`src/rtl/music_player_param.sv`:
```
// music_player_param: parametrised song sequencer.
// Fetches note words for the selected song from word memory, holds each note for a per-word or
// global duration and routes the matching free-running tone generator to the speaker output.
// Build option: define MUSIC_PLAYER_LOOP_EN to honour the loop input at the end-of-song marker.
module music_player_param #(
  parameter int unsigned NUM_NOTES  = 7,
  parameter int unsigned PERIOD_W   = 8,
  parameter int unsigned DUR_W      = 16,
  parameter int unsigned SEL_W      = 5,
  parameter int unsigned SONG_BYTES = 512,
  localparam int unsigned NS_W      = $clog2(NUM_NOTES + 1)
) (
  input  logic                          clk,
  input  logic                          rst,
  input  logic [SEL_W-1:0]              song_sel,
  input  logic                          start_song,
  input  logic                          pause,
  input  logic                          loop,
  input  logic [DUR_W-1:0]              note_duration,
  input  logic [NUM_NOTES*PERIOD_W-1:0] note_periods,
  output logic [2:0]                    state,
  output logic                          idle,
  output logic [NS_W-1:0]               note_sel,
  output logic                          note,
  output logic                          memreq_val,
  output logic [15:0]                   memreq_addr,
  input  logic                          memresp_wait,
  input  logic [31:0]                   memresp_data
);

  localparam int unsigned IDX_W  = $clog2(SONG_BYTES / 4);
  localparam int unsigned BASE_SH = $clog2(SONG_BYTES);

  typedef enum logic [2:0] {
    StReset = 3'd0,
    StIdle  = 3'd1,
    StFetch = 3'd2,
    StWait  = 3'd3,
    StPause = 3'd4
  } state_e;

  state_e             state_q, state_d;
  logic [15:0]        base_q, base_d;
  logic [IDX_W-1:0]   idx_q, idx_d;
  logic [DUR_W-1:0]   cnt_q, cnt_d;
  logic [NS_W-1:0]    note_sel_q, note_sel_d;

  logic [NUM_NOTES:1] tone_vec;
  logic [(2**NS_W)-1:0] tone_all;
  logic [31:0]        base_full;
  logic [NS_W-1:0]    word_sel;
  logic [DUR_W-1:0]   word_dur;
  logic               end_marker;

  // One tone generator per note; free-running from reset and never re-phased by the sequencer.
  // A half-period of P cycles toggles the tone every P cycles; P = 0 keeps that tone silent.
  for (genvar k = 1; k <= NUM_NOTES; k++) begin : g_tone
    logic [PERIOD_W-1:0] per;
    logic [PERIOD_W-1:0] tcnt_q;
    logic                tone_q;

    assign per         = note_periods[k*PERIOD_W-1 -: PERIOD_W];
    assign tone_vec[k] = tone_q;

    // Half-period counter and tone toggle.
    always_ff @(posedge clk or negedge rst) begin
      if (!rst) begin
        tcnt_q <= '0;
        tone_q <= 1'b0;
      end else if (per == '0) begin
        tcnt_q <= '0;
        tone_q <= 1'b0;
      end else if (tcnt_q >= per - PERIOD_W'(1)) begin
        tcnt_q <= '0;
        tone_q <= ~tone_q;
      end else begin
        tcnt_q <= tcnt_q + PERIOD_W'(1);
      end
    end
  end

  assign base_full   = 32'(song_sel) << BASE_SH;
  assign word_sel    = memresp_data[NS_W-1:0];
  assign word_dur    = memresp_data[16 +: DUR_W];
  assign end_marker  = (memresp_data == 32'hFFFF_FFFF);

`ifndef MUSIC_PLAYER_LOOP_EN
  // Loop requests have no effect in this build.
  logic unused_loop;
  assign unused_loop = loop;
`endif

  // Sequencer next-state: song start, note fetch/decode, duration countdown and pause.
  always_comb begin
    state_d    = state_q;
    base_d     = base_q;
    idx_d      = idx_q;
    cnt_d      = cnt_q;
    note_sel_d = note_sel_q;
    unique case (state_q)
      StReset: begin
        state_d = StIdle;
      end
      StIdle: begin
        note_sel_d = '0;
        if (start_song) begin
          base_d  = base_full[15:0];
          idx_d   = '0;
          state_d = StFetch;
        end
      end
      StFetch: begin
        note_sel_d = '0;
        if (!memresp_wait) begin
          if (end_marker) begin
`ifdef MUSIC_PLAYER_LOOP_EN
            if (loop) begin
              idx_d = '0;
            end else begin
              state_d = StIdle;
            end
`else
            state_d = StIdle;
`endif
          end else begin
            // Out-of-range note codes play as a rest.
            note_sel_d = (32'(word_sel) > NUM_NOTES) ? '0 : word_sel;
            cnt_d      = (word_dur == '0) ? note_duration : word_dur;
            idx_d      = idx_q + IDX_W'(1);
            state_d    = StWait;
          end
        end
      end
      StWait: begin
        // Pause wins over the end-of-note exit so a paused note never loses its last cycle.
        if (pause) begin
          state_d = StPause;
        end else if (cnt_q == '0) begin
          note_sel_d = '0;
          state_d    = StFetch;
        end else begin
          cnt_d = cnt_q - DUR_W'(1);
        end
      end
      StPause: begin
        if (!pause) begin
          state_d = StWait;
        end
      end
      default: begin
        state_d = StIdle;
      end
    endcase
  end

  // Sequencer state registers.
  always_ff @(posedge clk or negedge rst) begin
    if (!rst) begin
      state_q    <= StReset;
      base_q     <= '0;
      idx_q      <= '0;
      cnt_q      <= '0;
      note_sel_q <= '0;
    end else begin
      state_q    <= state_d;
      base_q     <= base_d;
      idx_q      <= idx_d;
      cnt_q      <= cnt_d;
      note_sel_q <= note_sel_d;
    end
  end

  // Output routing: tone only while a note is counting and pause is low.
  always_comb begin
    tone_all              = '0;
    tone_all[NUM_NOTES:1] = tone_vec;
    note                  = 1'b0;
    if (state_q == StWait && !pause) begin
      note = tone_all[note_sel_q];
    end
  end

  assign state       = state_q;
  assign idle        = (state_q == StIdle);
  assign note_sel    = note_sel_q;
  assign memreq_val  = (state_q == StFetch);
  assign memreq_addr = base_q + 16'({idx_q, 2'b00});

endmodule
```
`config.mk`:
```
export PLATFORM = sky130hd
export DESIGN_NAME = music_player_param
export DESIGN_NICKNAME = d
export VERILOG_FILES = /design/src/rtl/music_player_param.sv
export SDC_FILE = /design/constraint.sdc
export NUM_CORES = 1
export LEC_CHECK = 0
export BUFFER_PORTS_ARGS = -buffer_cell sky130_fd_sc_hd__buf_2
export CAP_MARGIN = 20
export CORE_AREA = 2 2 168 170
export DETAILED_ROUTE_END_ITERATION = 10
export DIE_AREA = 0 0 170 172
export GPL_TIMING_DRIVEN = 0
export HOLD_SLACK_MARGIN = 0.03
export MAX_ROUTING_LAYER = met4
export PLACE_DENSITY = 0.52
export SKIP_LAST_GASP = 1
export SYNTH_ARGS = -nofsm -noshare
export SYNTH_HDL_FRONTEND = slang
export SYNTH_SLANG_ARGS = --single-unit
```
`constraint.sdc`:
```
create_clock -name clk -period 2.04 [get_ports clk]
set_clock_uncertainty 0.1 [all_clocks]
set_input_delay 0.204 -clock clk [delete_from_list [all_inputs] [get_ports clk]]
set_output_delay 0.204 -clock clk [all_outputs]
set_load 0.005 [all_outputs]
```
==> report_table.html <==
<table>
<tr><th>Metric</th><th>Value</th></tr>
<tr><th colspan="2">Outcome</th></tr>
<tr><td>Run status</td><td>finished, violations left</td></tr>
<tr><td>Failing checks</td><td>negative setup slack</td></tr>
<tr><th colspan="2">Synthesis</th></tr>
<tr><td>Syn. warnings</td><td>0</td></tr>
<tr><td>Most instantiated flip-flop cell in the synthesis netlist</td><td>dfrtp_1</td></tr>
<tr><td>Share of flip-flops with an asynchronous set or reset</td><td>100.0%</td></tr>
<tr><td>Number of enable flip-flop cells after synthesis</td><td>0</td></tr>
<tr><td>Sequential share of the synthesized area</td><td>34.68%</td></tr>
<tr><td>Post-synthesis cell count</td><td>775</td></tr>
<tr><td>Mean instance size in the synthesized netlist</td><td>9.031 sq um</td></tr>
<tr><td>Cell taking the most area after synthesis</td><td>dfrtp_1</td></tr>
<tr><td>Leading post-synthesis cells by cell area</td><td>dfrtp_1 35%, ha_1 14%, xor2_1 7.6%</td></tr>
<tr><td>Cell area after technology mapping</td><td>6999 sq um</td></tr>
<tr><td>Number of distinct library cells after synthesis</td><td>57</td></tr>
<tr><td>Most common library cells after synthesis</td><td>110 x nor2_1, 97 x dfrtp_1, 79 x ha_1, 61 x xor2_1, 51 x nand2_1</td></tr>
<tr><td>Top-area cell type share of the netlist area</td><td>34.68%</td></tr>
<tr><td>Most common cell in the netlist</td><td>nor2_1</td></tr>
<tr><td>Flip-flop and latch count after synthesis</td><td>97</td></tr>
<tr><th colspan="2">Die</th></tr>
<tr><td>Area of the die</td><td>29,240 sq um</td></tr>
<tr><td>Height of the die</td><td>172 um</td></tr>
<tr><td>Core area</td><td>27,480 sq um</td></tr>
<tr><td>Initial standard-cell utilization of the core</td><td>25.47%</td></tr>
<tr><td>Number of top-level pins</td><td>140</td></tr>
<tr><td>Width of the die</td><td>170 um</td></tr>
<tr><td>Number of cell rows</td><td>61</td></tr>
<tr><th colspan="2">Drt</th></tr>
<tr><td>Uppermost routed layer</td><td>met4</td></tr>
<tr><td>Iteration-0 DRC Markers</td><td>339</td></tr>
<tr><td>Avg Vias per Cell</td><td>4.638</td></tr>
<tr><td>Met3 wirelength from detailed routing</td><td>943 um</td></tr>
<tr><td>Count of unresolved DRC violations after routing</td><td>0</td></tr>
<tr><td>Number of nets with antenna violations after detailed routing</td><td>0</td></tr>
<tr><td>Met2 wire len</td><td>7991 um</td></tr>
<tr><td>Routed metal-1 wire length</td><td>9223 um</td></tr>
<tr><td>Final wirelength</td><td>18,320 um</td></tr>
<tr><td>Detailed-route wire length per cell</td><td>13.86 um</td></tr>
<tr><td>Pre-Repair DR Iteration Count</td><td>4</td></tr>
<tr><td>Vias</td><td>6,131</td></tr>
<tr><th colspan="2">STA</th></tr>
<tr><td>Minimum clock period</td><td>2.089 ns</td></tr>
<tr><td>Achievable clock frequency</td><td>478.7 MHz</td></tr>
<tr><td>Slew at the pin closest to its max-slew limit</td><td>0.6377 ns</td></tr>
<tr><td>Setup repair after global routing missed its margin</td><td>true</td></tr>
<tr><td>Count of pins over their slew limit</td><td>0</td></tr>
<tr><td>Setup-failing EPs final</td><td>1</td></tr>
<tr><td>Post-route worst setup slack</td><td>-0.04905 ns</td></tr>
<tr><td>Setup TNS</td><td>-0.04905 ns</td></tr>
<tr><td>Number of endpoints with negative hold slack in the final report</td><td>0</td></tr>
<tr><td>Final-layout worst hold slack</td><td>0.08280 ns</td></tr>
<tr><td>Final critical-path share of the clock period</td><td>102.4%</td></tr>
<tr><td>Worst max-slew margin expressed relative to the limit</td><td>57.35%</td></tr>
<tr><th colspan="2">Clock network</th></tr>
<tr><td>Total clock buffers created by CTS</td><td>9</td></tr>
<tr><td>TritonCTS clock tree</td><td>yes</td></tr>
<tr><td>Clock transition time at the flip-flop clock pins of the worst setup and hold paths</td><td>0.07 ns</td></tr>
<tr><td>CTS Root Buffer Type</td><td>clkbuf_16</td></tr>
<tr><td>Maximum buffer depth of the clock tree</td><td>2</td></tr>
<tr><td>Clock latency of the later-clocked register in the worst-skew pair</td><td>0.35 ns</td></tr>
<tr><td>Number of H-tree levels</td><td>3</td></tr>
<tr><td>Clk sinks</td><td>97</td></tr>
<tr><th colspan="2">Worst setup path</th></tr>
<tr><td>Critical path launch point type</td><td>input pin</td></tr>
<tr><td>Most frequent cell on the critical path</td><td>a21o_1</td></tr>
<tr><td>Endpoint required time on the critical path</td><td>2.17 ns</td></tr>
<tr><td>Worst EP arrival</td><td>2.22 ns</td></tr>
<tr><td>Critical setup path kind</td><td>in -&gt; reg</td></tr>
<tr><td>CP Max Fanout</td><td>3</td></tr>
<tr><td>Cell breakdown of the critical path</td><td>buf_6, inv_8, ha_4, inv_2, or3_1, xor2_1, ha_2, a21o_1, a21o_1, a221oi_4, o21ai_4, mux2_4</td></tr>
<tr><td>Max stage delay cell, worst path</td><td>or3_1</td></tr>
<tr><td>Critical Path Max Stage Delay</td><td>0.37 ns</td></tr>
<tr><td>Kind of end point of the critical path</td><td>flop</td></tr>
<tr><th colspan="2">Finish</th></tr>
<tr><td>Ratio of cells with drive above 1 in the final layout</td><td>29.20%</td></tr>
<tr><td>Sequential standard cell area</td><td>2440 sq um</td></tr>
<tr><td>Final instance area</td><td>9309 sq um</td></tr>
<tr><td>Fill count</td><td>2,898</td></tr>
<tr><td>Total area of multi-input combinational cells</td><td>4750 sq um</td></tr>
<tr><td>Count of nets after finishing</td><td>1,166</td></tr>
<tr><td>Synth-to-layout area growth</td><td>33.00%</td></tr>
<tr><td>Number of antenna diodes</td><td>0</td></tr>
<tr><th colspan="2">Place</th></tr>
<tr><td>Port buffer count</td><td>134</td></tr>
<tr><td>HPWL reported at the end of detailed placement</td><td>14,010 um</td></tr>
<tr><td>Total cell area at the placement stage</td><td>8313 sq um</td></tr>
<tr><td>Final weighted congestion in routability-driven placement</td><td>0.8047</td></tr>
<tr><th colspan="2">Global routing</th></tr>
<tr><td>Overflow left after global routing</td><td>0</td></tr>
<tr><td>Number of global-route vias before repair</td><td>5,745</td></tr>
<tr><td>Global-route wire length before repair</td><td>29,150 um</td></tr>
<tr><td>Antenna violations before repair</td><td>0</td></tr>
<tr><td>GRT Util Overall</td><td>12.93%</td></tr>
<tr><td>Pin count of the biggest net entering global routing</td><td>68</td></tr>
<tr><th colspan="2">Hold path</th></tr>
<tr><td>Path class of the lowest-slack min-delay path</td><td>in -&gt; reg</td></tr>
<tr><th colspan="2">Job</th></tr>
<tr><td>Max cap viols</td><td>0</td></tr>
<tr><th colspan="2">Power and ir drop</th></tr>
<tr><td>Pwr/cell area</td><td>1158 nW/um^2</td></tr>
<tr><td>Worst VDD drop</td><td>0.0005795 V</td></tr>
<tr><td>Total power</td><td>10,780 uW</td></tr>
<tr><td>Leakage power summed over all cells</td><td>0.004439 uW</td></tr>
</table>
[final timing paths]
kind | depth (start not counted) | endpoint | slack [ns] | from
setup / recovery | 12 | g_tone[4].tone_q | -0.05 | note_periods[24]
hold / removal | 3 | state[1] | 0.08 | memresp_wait
setup reg to reg | 7 | cnt_q[8] | 0 | cnt_q[8]
hold reg to reg | 1 | g_tone[5].tcnt_q[0] | 0.37 | g_tone[5].tcnt_q[0]
max in group asynchronous | 3 | g_tone[2].tcnt_q[0] | 0.86 | rst
min in group asynchronous | 2 | cnt_q[7] | 0.24 | rst
[kinds of logic after synthesis]
group,Yosys count,share of synthesized area [%]
and+or+nand+nor,308,22.04
AOI/OAI and AO/OA,142,13.18
DFF,97,34.68
xor gates and xnor gates,91,11.39
adders and majority gates,79,14.12
buffers and inverters,49,3.110
muxes,8,1.430
other,1,0.05358
[through the flow]
| stage | utilization, % | worst slack, ns | instances |
|---|---|---|---|
| floorplan | - | -0.2494 | 778 |
| global placement | 30.15 | -0.6067 | 1258 |
| detailed placement | 30.26 | -0.5709 | 1259 |
| CTS | 32.45 | -0.06551 | 1295 |
| global route | 33.88 | -0.1131 | 1322 |
| finish | 33.88 | -0.04905 | 1322 |
[sequential cells by signal, indices dropped and copies added, names as in the netlist]
name,flops
base_q,5
cnt_q,16
g_tone.tcnt_q,56
g_tone.tone_q,7
idx_q,7
note_sel,3
state,3
[per-layer routing]
metal  global-route usage [%]  vias to the layer above
li1                         -                     3133
met1                    18.24                     2843
met2                    19.43                      141
met3                    2.243                       14
met4                    2.787                        0
met5                        -                        -
[power by group]
group          switching [uW]  leakage (uW)  internal, uW  total (uW)
sequential                927       0.00122          2740        3660
combinational            2700       0.00308          2650        5350
clock                     786      0.000138           982        1770
[placed cells by master, fill, tap and decap left out, types with 5 or more instances in the layout]
| cell | count |
|---|---|
| clkbuf_16 | 9 |
| nand2b_1 | 10 |
| a21oi_1 | 39 |
| nor2_2 | 9 |
| a31oi_1 | 7 |
| dlygate4sd3_1 | 10 |
| nand3_1 | 36 |
| buf_4 | 42 |
| nor4_1 | 5 |
| and3_1 | 21 |
| nor3_1 | 8 |
| xor2_1 | 61 |
| nor4_4 | 5 |
| dfrtp_1 | 87 |
| nand2_1 | 47 |
| nand3b_1 | 10 |
| buf_6 | 5 |
| inv_1 | 27 |
| ha_1 | 74 |
| xnor2_1 | 30 |
| nand4_1 | 18 |
| nor2_1 | 100 |
| a21o_1 | 24 |
| o21ai_1 | 25 |
| dfrtp_2 | 10 |
| buf_2 | 134 |
| nor2b_1 | 5 |
| o22a_1 | 5 |
[cell type report]
type,instances,area share (%)
Tap cell,346,4.651
Timing Repair Buffer,183,12.24
Buffer,18,1.223
Clock inverter,4,0.5780
Clock buffer,11,2.608
Multi-Input combinational cell,632,51.02
Inverter,31,1.465
Sequential cell,97,26.21
[critical path, delay by kind of cell]
kind / cells / cell delay (ns)
xor+xnor: 1 / 0.16
mux: 1 / 0.30
fa+ha+maj: 2 / 0.29
buf+inv: 3 / 0.19
simple gates: 1 / 0.37
compound gates: 4 / 0.72
[repair_timing]
item                                    in CTS  in global routing
hold buffers                                10                  0
hold endpoints to repair                    39                  0
pin swaps                                   10                 18
gates resized for setup                     26                 38
setup buffers                               11                 27
endpoints found under the setup margin      61                 75
Power figures use the tool's default switching activity.
